<file path="config.mk">
export PLATFORM = sky130hd
export DESIGN_NAME = jtag_uart_avalon_bridge
export DESIGN_NICKNAME = d
export VERILOG_FILES = /design/src/rtl/jtag_uart_avalon_bridge.sv
export SDC_FILE = /design/constraint.sdc
export NUM_CORES = 1
export LEC_CHECK = 0
export ABC_AREA = 1
export CAP_MARGIN = 20
export CORE_ASPECT_RATIO = 1.1
export CORE_MARGIN = 3
export CORE_UTILIZATION = 25
export DETAILED_ROUTE_END_ITERATION = 7
export GPL_ROUTABILITY_DRIVEN = 0
export PLACE_DENSITY = 0.44
export SETUP_SLACK_MARGIN = 0.4
export SLEW_MARGIN = 20
export SYNTH_ARGS = -nofsm -noshare
export SYNTH_HDL_FRONTEND = slang
export SYNTH_SLANG_ARGS = --single-unit
</file>
<file path="constraint.sdc">
create_clock -name clk -period 1.9 [get_ports clk]
set_clock_uncertainty 0.15 [all_clocks]
set_input_delay 0.38 -clock clk [delete_from_list [all_inputs] [get_ports clk]]
set_output_delay 0.38 -clock clk [all_outputs]
set_load 0.05 [all_outputs]
</file>
<file path="src/rtl/jtag_uart_avalon_bridge.sv">
// Avalon-MM master turning byte TX/RX streams into JTAG UART register traffic.
// Optional waitrequest stall timeout: define JTAG_UART_BRIDGE_TIMEOUT_EN.
module jtag_uart_avalon_bridge #(
    parameter int unsigned POLL_INTERVAL  = 256,
    parameter int unsigned TIMEOUT_CYCLES = 1024
) (
    input  logic        clk,
    input  logic        reset_n,
    input  logic [7:0]  tx_data,
    input  logic        tx_valid,
    output logic        tx_ready,
    output logic [7:0]  rx_data,
    output logic        rx_valid,
    input  logic        rx_ready,
    output logic        avm_chipselect,
    output logic        avm_address,
    output logic        avm_read_n,
    output logic        avm_write_n,
    output logic [31:0] avm_writedata,
    input  logic [31:0] avm_readdata,
    input  logic        avm_waitrequest,
    input  logic        jtag_irq,
    input  logic        err_clear,
    output logic        timeout_err
);

    typedef enum logic [1:0] {
        IDLE    = 2'd0,
        RD_CTRL = 2'd1,
        WR_DATA = 2'd2,
        RD_DATA = 2'd3
    } state_e;

    state_e      state_q, state_d;
    logic [15:0] poll_q, poll_d;
    logic [15:0] wspace_q, wspace_d;
    logic        rx_due_q, rx_due_d;
    logic        ctrl_due_q, ctrl_due_d;
    logic        ctrl_ok_q, ctrl_ok_d;
    logic        tx_full_q, tx_full_d;
    logic [7:0]  tx_byte_q, tx_byte_d;
    logic        rx_valid_q, rx_valid_d;
    logic [7:0]  rx_data_q, rx_data_d;
    logic        cs_q, cs_d;
    logic        addr_q, addr_d;
    logic        rd_n_q, rd_n_d;
    logic        wr_n_q, wr_n_d;
    logic [31:0] wdata_q, wdata_d;
    logic        tick;
    logic        done;
    logic        finish;

`ifdef JTAG_UART_BRIDGE_TIMEOUT_EN
    logic [31:0] stall_q, stall_d;
    logic        err_q, err_d;
`endif

    always_comb begin
        state_d    = state_q;
        wspace_d   = wspace_q;
        rx_due_d   = rx_due_q;
        ctrl_due_d = ctrl_due_q;
        ctrl_ok_d  = ctrl_ok_q;
        tx_full_d  = tx_full_q;
        tx_byte_d  = tx_byte_q;
        rx_valid_d = rx_valid_q;
        rx_data_d  = rx_data_q;
        cs_d       = cs_q;
        addr_d     = addr_q;
        rd_n_d     = rd_n_q;
        wr_n_d     = wr_n_q;
        wdata_d    = wdata_q;
        finish     = 1'b0;

        tick   = (poll_q == 16'(POLL_INTERVAL - 1));
        poll_d = tick ? 16'd0 : poll_q + 16'd1;
        done   = (state_q != IDLE) && !avm_waitrequest;

        if (tx_valid && !tx_full_q) begin
            tx_full_d = 1'b1;
            tx_byte_d = tx_data;
        end
        if (rx_valid_q && rx_ready) begin
            rx_valid_d = 1'b0;
        end

        unique case (state_q)
            IDLE: begin
                if (rx_due_q && !rx_valid_q) begin
                    state_d = RD_DATA;
                    cs_d    = 1'b1;
                    addr_d  = 1'b0;
                    rd_n_d  = 1'b0;
                end else if (tx_full_q && wspace_q != 16'd0) begin
                    state_d = WR_DATA;
                    cs_d    = 1'b1;
                    addr_d  = 1'b0;
                    wr_n_d  = 1'b0;
                    wdata_d = {24'h0, tx_byte_q};
                end else if (tx_full_q && (ctrl_due_q || ctrl_ok_q)) begin
                    state_d = RD_CTRL;
                    cs_d    = 1'b1;
                    addr_d  = 1'b1;
                    rd_n_d  = 1'b0;
                end
            end
            RD_CTRL: begin
                if (done) begin
                    wspace_d   = avm_readdata[31:16];
                    ctrl_due_d = 1'b0;
                    // A zero load blocks further reads until the next poll tick
                    ctrl_ok_d  = (avm_readdata[31:16] != 16'd0);
                end
            end
            WR_DATA: begin
                if (done) begin
                    tx_full_d = 1'b0;
                    wspace_d  = wspace_q - 16'd1;
                end
            end
            RD_DATA: begin
                if (done) begin
                    if (avm_readdata[15]) begin
                        rx_data_d  = avm_readdata[7:0];
                        rx_valid_d = 1'b1;
                    end
                    if (avm_readdata[31:16] == 16'd0) begin
                        rx_due_d = 1'b0;
                    end
                end
            end
            default: ;
        endcase

        finish = done;

`ifdef JTAG_UART_BRIDGE_TIMEOUT_EN
        stall_d = 32'd0;
        err_d   = err_q;
        if (err_clear) begin
            err_d = 1'b0;
        end
        if (state_q != IDLE && avm_waitrequest) begin
            if (stall_q == 32'(TIMEOUT_CYCLES - 1)) begin
                finish = 1'b1;
                err_d  = 1'b1;
                if (state_q == WR_DATA) begin
                    tx_full_d = 1'b0;
                    wspace_d  = 16'd0;
                end
            end else begin
                stall_d = stall_q + 32'd1;
            end
        end
`endif

        if (finish) begin
            state_d = IDLE;
            cs_d    = 1'b0;
            addr_d  = 1'b0;
            rd_n_d  = 1'b1;
            wr_n_d  = 1'b1;
            wdata_d = 32'd0;
        end

        // Poll requests win over same-cycle clears
        if (tick || jtag_irq) begin
            rx_due_d = 1'b1;
        end
        if (tick) begin
            ctrl_due_d = 1'b1;
        end
    end

    always_ff @(posedge clk or negedge reset_n) begin
        if (!reset_n) begin
            state_q    <= IDLE;
            poll_q     <= 16'd0;
            wspace_q   <= 16'd0;
            rx_due_q   <= 1'b0;
            ctrl_due_q <= 1'b0;
            ctrl_ok_q  <= 1'b1;
            tx_full_q  <= 1'b0;
            tx_byte_q  <= 8'd0;
            rx_valid_q <= 1'b0;
            rx_data_q  <= 8'd0;
            cs_q       <= 1'b0;
            addr_q     <= 1'b0;
            rd_n_q     <= 1'b1;
            wr_n_q     <= 1'b1;
            wdata_q    <= 32'd0;
        end else begin
            state_q    <= state_d;
            poll_q     <= poll_d;
            wspace_q   <= wspace_d;
            rx_due_q   <= rx_due_d;
            ctrl_due_q <= ctrl_due_d;
            ctrl_ok_q  <= ctrl_ok_d;
            tx_full_q  <= tx_full_d;
            tx_byte_q  <= tx_byte_d;
            rx_valid_q <= rx_valid_d;
            rx_data_q  <= rx_data_d;
            cs_q       <= cs_d;
            addr_q     <= addr_d;
            rd_n_q     <= rd_n_d;
            wr_n_q     <= wr_n_d;
            wdata_q    <= wdata_d;
        end
    end

`ifdef JTAG_UART_BRIDGE_TIMEOUT_EN
    always_ff @(posedge clk or negedge reset_n) begin
        if (!reset_n) begin
            stall_q <= 32'd0;
            err_q   <= 1'b0;
        end else begin
            stall_q <= stall_d;
            err_q   <= err_d;
        end
    end

    assign timeout_err = err_q;

    logic unused_bits;
    assign unused_bits = ^avm_readdata[14:8];
`else
    assign timeout_err = 1'b0;

    logic unused_bits;
    assign unused_bits = ^avm_readdata[14:8] ^ err_clear
                       ^ (TIMEOUT_CYCLES == 0);
`endif

    assign tx_ready       = ~tx_full_q;
    assign rx_valid       = rx_valid_q;
    assign rx_data        = rx_data_q;
    assign avm_chipselect = cs_q;
    assign avm_address    = addr_q;
    assign avm_read_n     = rd_n_q;
    assign avm_write_n    = wr_n_q;
    assign avm_writedata  = wdata_q;

endmodule

</file>
* Word-level counts from Yosys, hierarchy flattened
Index checks and enable logic that the tools add are counted.
** Word-level totals
- Bits in registers :: 91
- Input bits :: 47
- Output and inout port bits :: 47
- Word-level logic and storage cells :: 105
** Operators by class
- Add/sub/neg operators :: 2
- Equal/unequal tests :: 8
- Multiplexer cells :: 45
- Bitwise gates (word level) :: 1
- Reduce and logical (&&, ||, !) cells :: 34
** Operator list (number)
- $mux W32 :: 4
- $mux W16 :: 3
- $mux W1 :: 32
- $pmux W16 S2 :: 1
- $reduce_bool A16 Y1 :: 2
- $reduce_bool A2 Y1 :: 9
- $add A16 B1 Y16 const B :: 1
- $eq A16 B8 Y1 const B :: 1
- $logic_not A16 Y1 :: 1
- $sub A16 B1 Y16 const B :: 1
- $reduce_and A3 Y1 :: 5
- $mux W2 :: 5
- $logic_and A1 B1 Y1 :: 6
- $ne A2 B2 Y1 const B :: 3
- $reduce_and A2 Y1 :: 3
- $eq A2 B2 Y1 const B :: 2
- $reduce_bool A4 Y1 :: 1
- $logic_not A1 Y1 :: 3
- $ne A3 B3 Y1 const B :: 1
- $reduce_bool A3 Y1 :: 1
- $eq A2 B1 Y1 const B :: 1
- $logic_not A2 Y1 :: 1
- $logic_or A1 B1 Y1 :: 2
- $not A1 Y1 :: 1

* Logic depth before layout (Yosys ltp)
- Depth in word-level cells :: 7
- Depth in mapped cells :: 10
- Depth with buffers taken out :: 10

* Worst setup path after synthesis
Ideal clock, no wire load.
- Path type :: reg2reg
- Start point :: reg state_q[0]
- End point :: reg wspace_q[9]
- Setup time :: 0.123 ns
- Arrival :: 1.399 ns
- Required time :: 1.627 ns
- Path slack :: 0.228 ns
- Cell stages (with the launch flop) :: 8
- Path buffers :: 0
- Clock period less this slack :: 1.672 ns
- Path through :: dfrtp_1 > inv_1 > ha_1 > nor2_4 > o21a_4 > o21ai_0 > o21ai_0 > nand2_1
** On the way
- Longest elaborated chain between the ends :: 4
- Elaborated cells on any way between the ends :: 9
- Classes of those cells :: 4 x eq/ne; 1 x mux; 4 x reduce/logical
** Ends and longest elaborated chain
- from (decl) :: RTL line 34 : state_e state_q, state_d;
- from (signal assigned) :: RTL line 193 : state_q <= state_d;
- $reduce_bool A2 Y1 :: RTL line 77 : done = (state_q != IDLE) && !avm_waitrequest;
- $logic_and A1 B1 Y1 :: RTL line 77
- $ne A2 B2 Y1 (no source line)
- $reduce_and A3 Y1 (no source line)
- to (signal assigned) :: RTL line 195 : wspace_q <= wspace_d;
- to (decl) :: RTL line 36 : logic [15:0] wspace_q, wspace_d;
Several ways; a longest one is shown, not always the timed one.
A chain may end at the register's enable or synchronous reset.

* Worst setup path in the final report
- Start point :: reg state_q[1]
- End point :: reg wspace_q[4]
The elaborated chain is that of the path after synthesis.

==> results.yml <==
outcome:
  outcome: "finished, final reports clean"
global_route:
  antenna_found_initial: 0
  grt_overflow: 0
  grt_pass1_vias: 3363
  grt_use_total: 0.123
  grt_max_degree: 68
  grt_pass1_wl_mm: 15.9
yosys:
  ys_types: 36
  syn-instance-count: 467
  ys.flop_type: "dfrtp_1"
  synthAdderAreaFrac: 0.0198
  synth.avg_cell_area_um2: 8.10
  yosys.area.top_type: "dfrtp_1"
  synth-async-reset-ratio: 1.00
  synth.cell_area_mm2: 0.00378
  synth_compound_gate_area_share: 0.0608
  yosysTopAreaCellShare: 0.423
  yosysSeqAreaShare: 0.444
  synth-simple-area-share: 0.278
  synth-seq-cells: 67
  synth_edf_count: 0
  synth_area_leaders: "dfrtp_1, nand2_1, nor2_1"
  synth_xor_area_frac: 0.0231
  synth_top_family_by_area: "simple AND/OR/NAND/NOR gates"
  synthMuxAreaShare: 0.0476
  synth_warnings: 0
pwr:
  clock_power_share: 0.181
  combPwrFrac: 0.551
  switching_share: 0.428
  p_switching_mw: 3.61
  p_int_mw: 4.83
  p_total_mw: 8.44
  seq_power_share: 0.268
  ir_drop_uv: 741
  cellLeakagePower_nw: 2.68
  p_per_area_mw_per_mm2: 1500
routing:
  drt-total-wl_mm: 10.2
  num_vias: 3387
  wl_per_cell_um: 13.0
  via_per_inst: 4.35
  drt.antenna.violating_nets: 0
  drt_iter0_markers: 157
  first_pass_iters: 4
  route.detailed.drc: 0
cells_and_area:
  final_cell_mix: "nand2_1, dfrtp_1, buf_4, inv_1, nor2_1"
  finalNonFillerCells: 779
  drive_gt1_frac: 0.334
  num-nets-final: 635
  n_antenna_cell: 0
  final_common_cell: "nand2_1"
  area_delta_synth_final_pct: 48.7
flow_run:
  drv_cap: 0
clock_network:
  clkSinkCount: 67
  root_buffer: "clkbuf_16"
  cts_tree: "built"
  clockBufferDepth: 2
  cts.clk_slew.worst_paths_ns: 0.06
  h-tree-depth: 3
  clk_latency_ns: 0.34
  numCtsBuffers: 9
floorplan:
  die-area_mm2: 0.0167
  die_h_um: 135
  start_util: 0.259
  die_w_um: 123
  rows: 46
  ios: 94
  coreArea_mm2: 0.0146
place:
  placed_cells: 724
  port_buffers: 60
  dp_hpwl_mm: 6.66
min_path:
  min_from: "poll_q[15]"
  hp-class: "reg2reg"
  holdPathEnd: "poll_q[15]"
  holdPathStages: 1
critical_path:
  r2r_start: "state_q[1]"
  cp_slowest_cell: "dfrtp_2"
  worst-r2r-cell-count: 9
  critPathRequiredTime_ns: 1.97
  path_cells: "inv_4 -> ha_4 -> nor2_4 -> buf_12 -> o21ai_4 -> buf_12 -> a21oi_1 -> o21ai_0 -> o21ai_0"
  crit_fanout: 7
  reg2reg_slack_ns: 0.23
  crit_path_start_kind: "flip-flop"
  end_kind: "flip-flop"
  crit_type: "reg2reg"
  arrival_ns: 1.74
  critPathMaxStageDelay_ns: 0.44
  r2r_end: "wspace_q[4]"
sta:
  finalHoldViolCount: 0
  rsz0062_at_grt: "yes"
  drv_slew: 0
  fmax_ghz: 0.597
  setup_viol: 0
  period_needed_ns: 1.67
  period_share: 0.881
kinds of logic after synthesis:
family | Yosys count
buf+inv | 94
mux | 16
other cells | 1
compound gates | 40
fa+ha+maj | 6
simple gates | 233
xor+xnor | 10
flops | 67
power groups by stage:
| stage | registers, mW | logic (mW) | clock network, mW |
|---|---|---|---|
| finish | 2.26 | 4.65 | 1.53 |
| global route | 2.32 | 5.06 | 1.63 |
| CTS | 2.24 | 4.21 | 1.59 |
| detailed placement | 2.25 | 3.57 | 0 |
| global placement | 2.25 | 3.54 | 0 |
| floorplan | 2.69 | 2.09 | 0 |
what timing repair did:
| action | CTS | global route |
|---|---|---|
| setup endpoints to repair | 53 | 57 |
| endpoints found under the hold margin | 64 | 0 |
| setup buffers | 24 | 9 |
| resized for setup | 46 | 59 |
| pin swaps | 27 | 33 |
| gates cloned | 4 | 1 |
| hold buffers | 1 | 0 |
stage by stage:
stage	utilization	hold WS [ns]	setup TNS, ns	area (µm²)	setup slack [ns]
after floorplan	-	-0.0656	0	3930	0.343
after global placement	0.316	0.287	0	4620	0.00283
after detailed placement	0.316	0.291	-0.0208	4620	-0.00854
after CTS	0.364	0.328	0	5330	0.246
after global routing	0.385	0.345	0	5630	0.161
final	0.385	0.327	0	5630	0.225
layer usage:
layer,vias to the layer above,track usage,part of all wire
li1,1678,-,-
met1,1624,0.145,0.42
met2,75,0.207,0.52
met3,10,0.0381,0.045
met4,0,0.0468,0.016
met5,-,0,0
layout make-up:
cell class	count	area, µm²
inverters	61	248
repair buffers	109	1050
multi-input cells	334	2140
clock inverters	3	15.0
flip-flops and latches	67	1680
fillers	1522	8990
well taps	192	240
clock buffers	13	250
critical path, delay by kind of cell (launching register included):
kind | cells | cell delay [ns]
flip-flops | 1 | 0.44
AO/OA/AOI/OAI | 4 | 0.40
buffers and inverters | 3 | 0.37
adder cells (fa/ha/maj) | 1 | 0.14
AND/OR/NAND/NOR | 1 | 0.04
synthesized netlist by cell type (3+ instances only):
library cell  count
a21oi_1          10
dfstp_2           3
nand4_1          13
buf_4            26
nand2_1         110
inv_1            55
buf_6             3
nand3_4           3
inv_2             5
mux2_2           16
dfrtp_1          64
ha_1              6
o21ai_0          24
nor3_1            6
xor2_1           10
nand3_1          31
nor2_1           60
buf_2             3
how the worst max path moves through the flow:
| stage | to | slack, ns | from |
|---|---|---|---|
| global placement | wspace_q[9] | 0.003 | avm_waitrequest |
| CTS | wspace_q[1] | 0.25 | state_q[1] |
| detailed placement | ctrl_due_q | -0.009 | avm_waitrequest |
| global route | wspace_q[4] | 0.16 | state_q[0] |
| floorplan | rx_data[0] | 0.34 | state_q[0] |
| finish | wspace_q[4] | 0.23 | state_q[1] |
sequential cells by signal (all words and copies together), names as in the netlist:
register        count
avm_address         1
avm_chipselect      1
avm_read_n          1
avm_write_n         1
avm_writedata       8
ctrl_due_q          1
ctrl_ok_q           1
poll_q             16
rx_data             8
rx_due_q            1
rx_valid            1
state_q             2
tx_byte_q           8
tx_full_q           1
wspace_q           16
(Power assumes the default switching activity.)
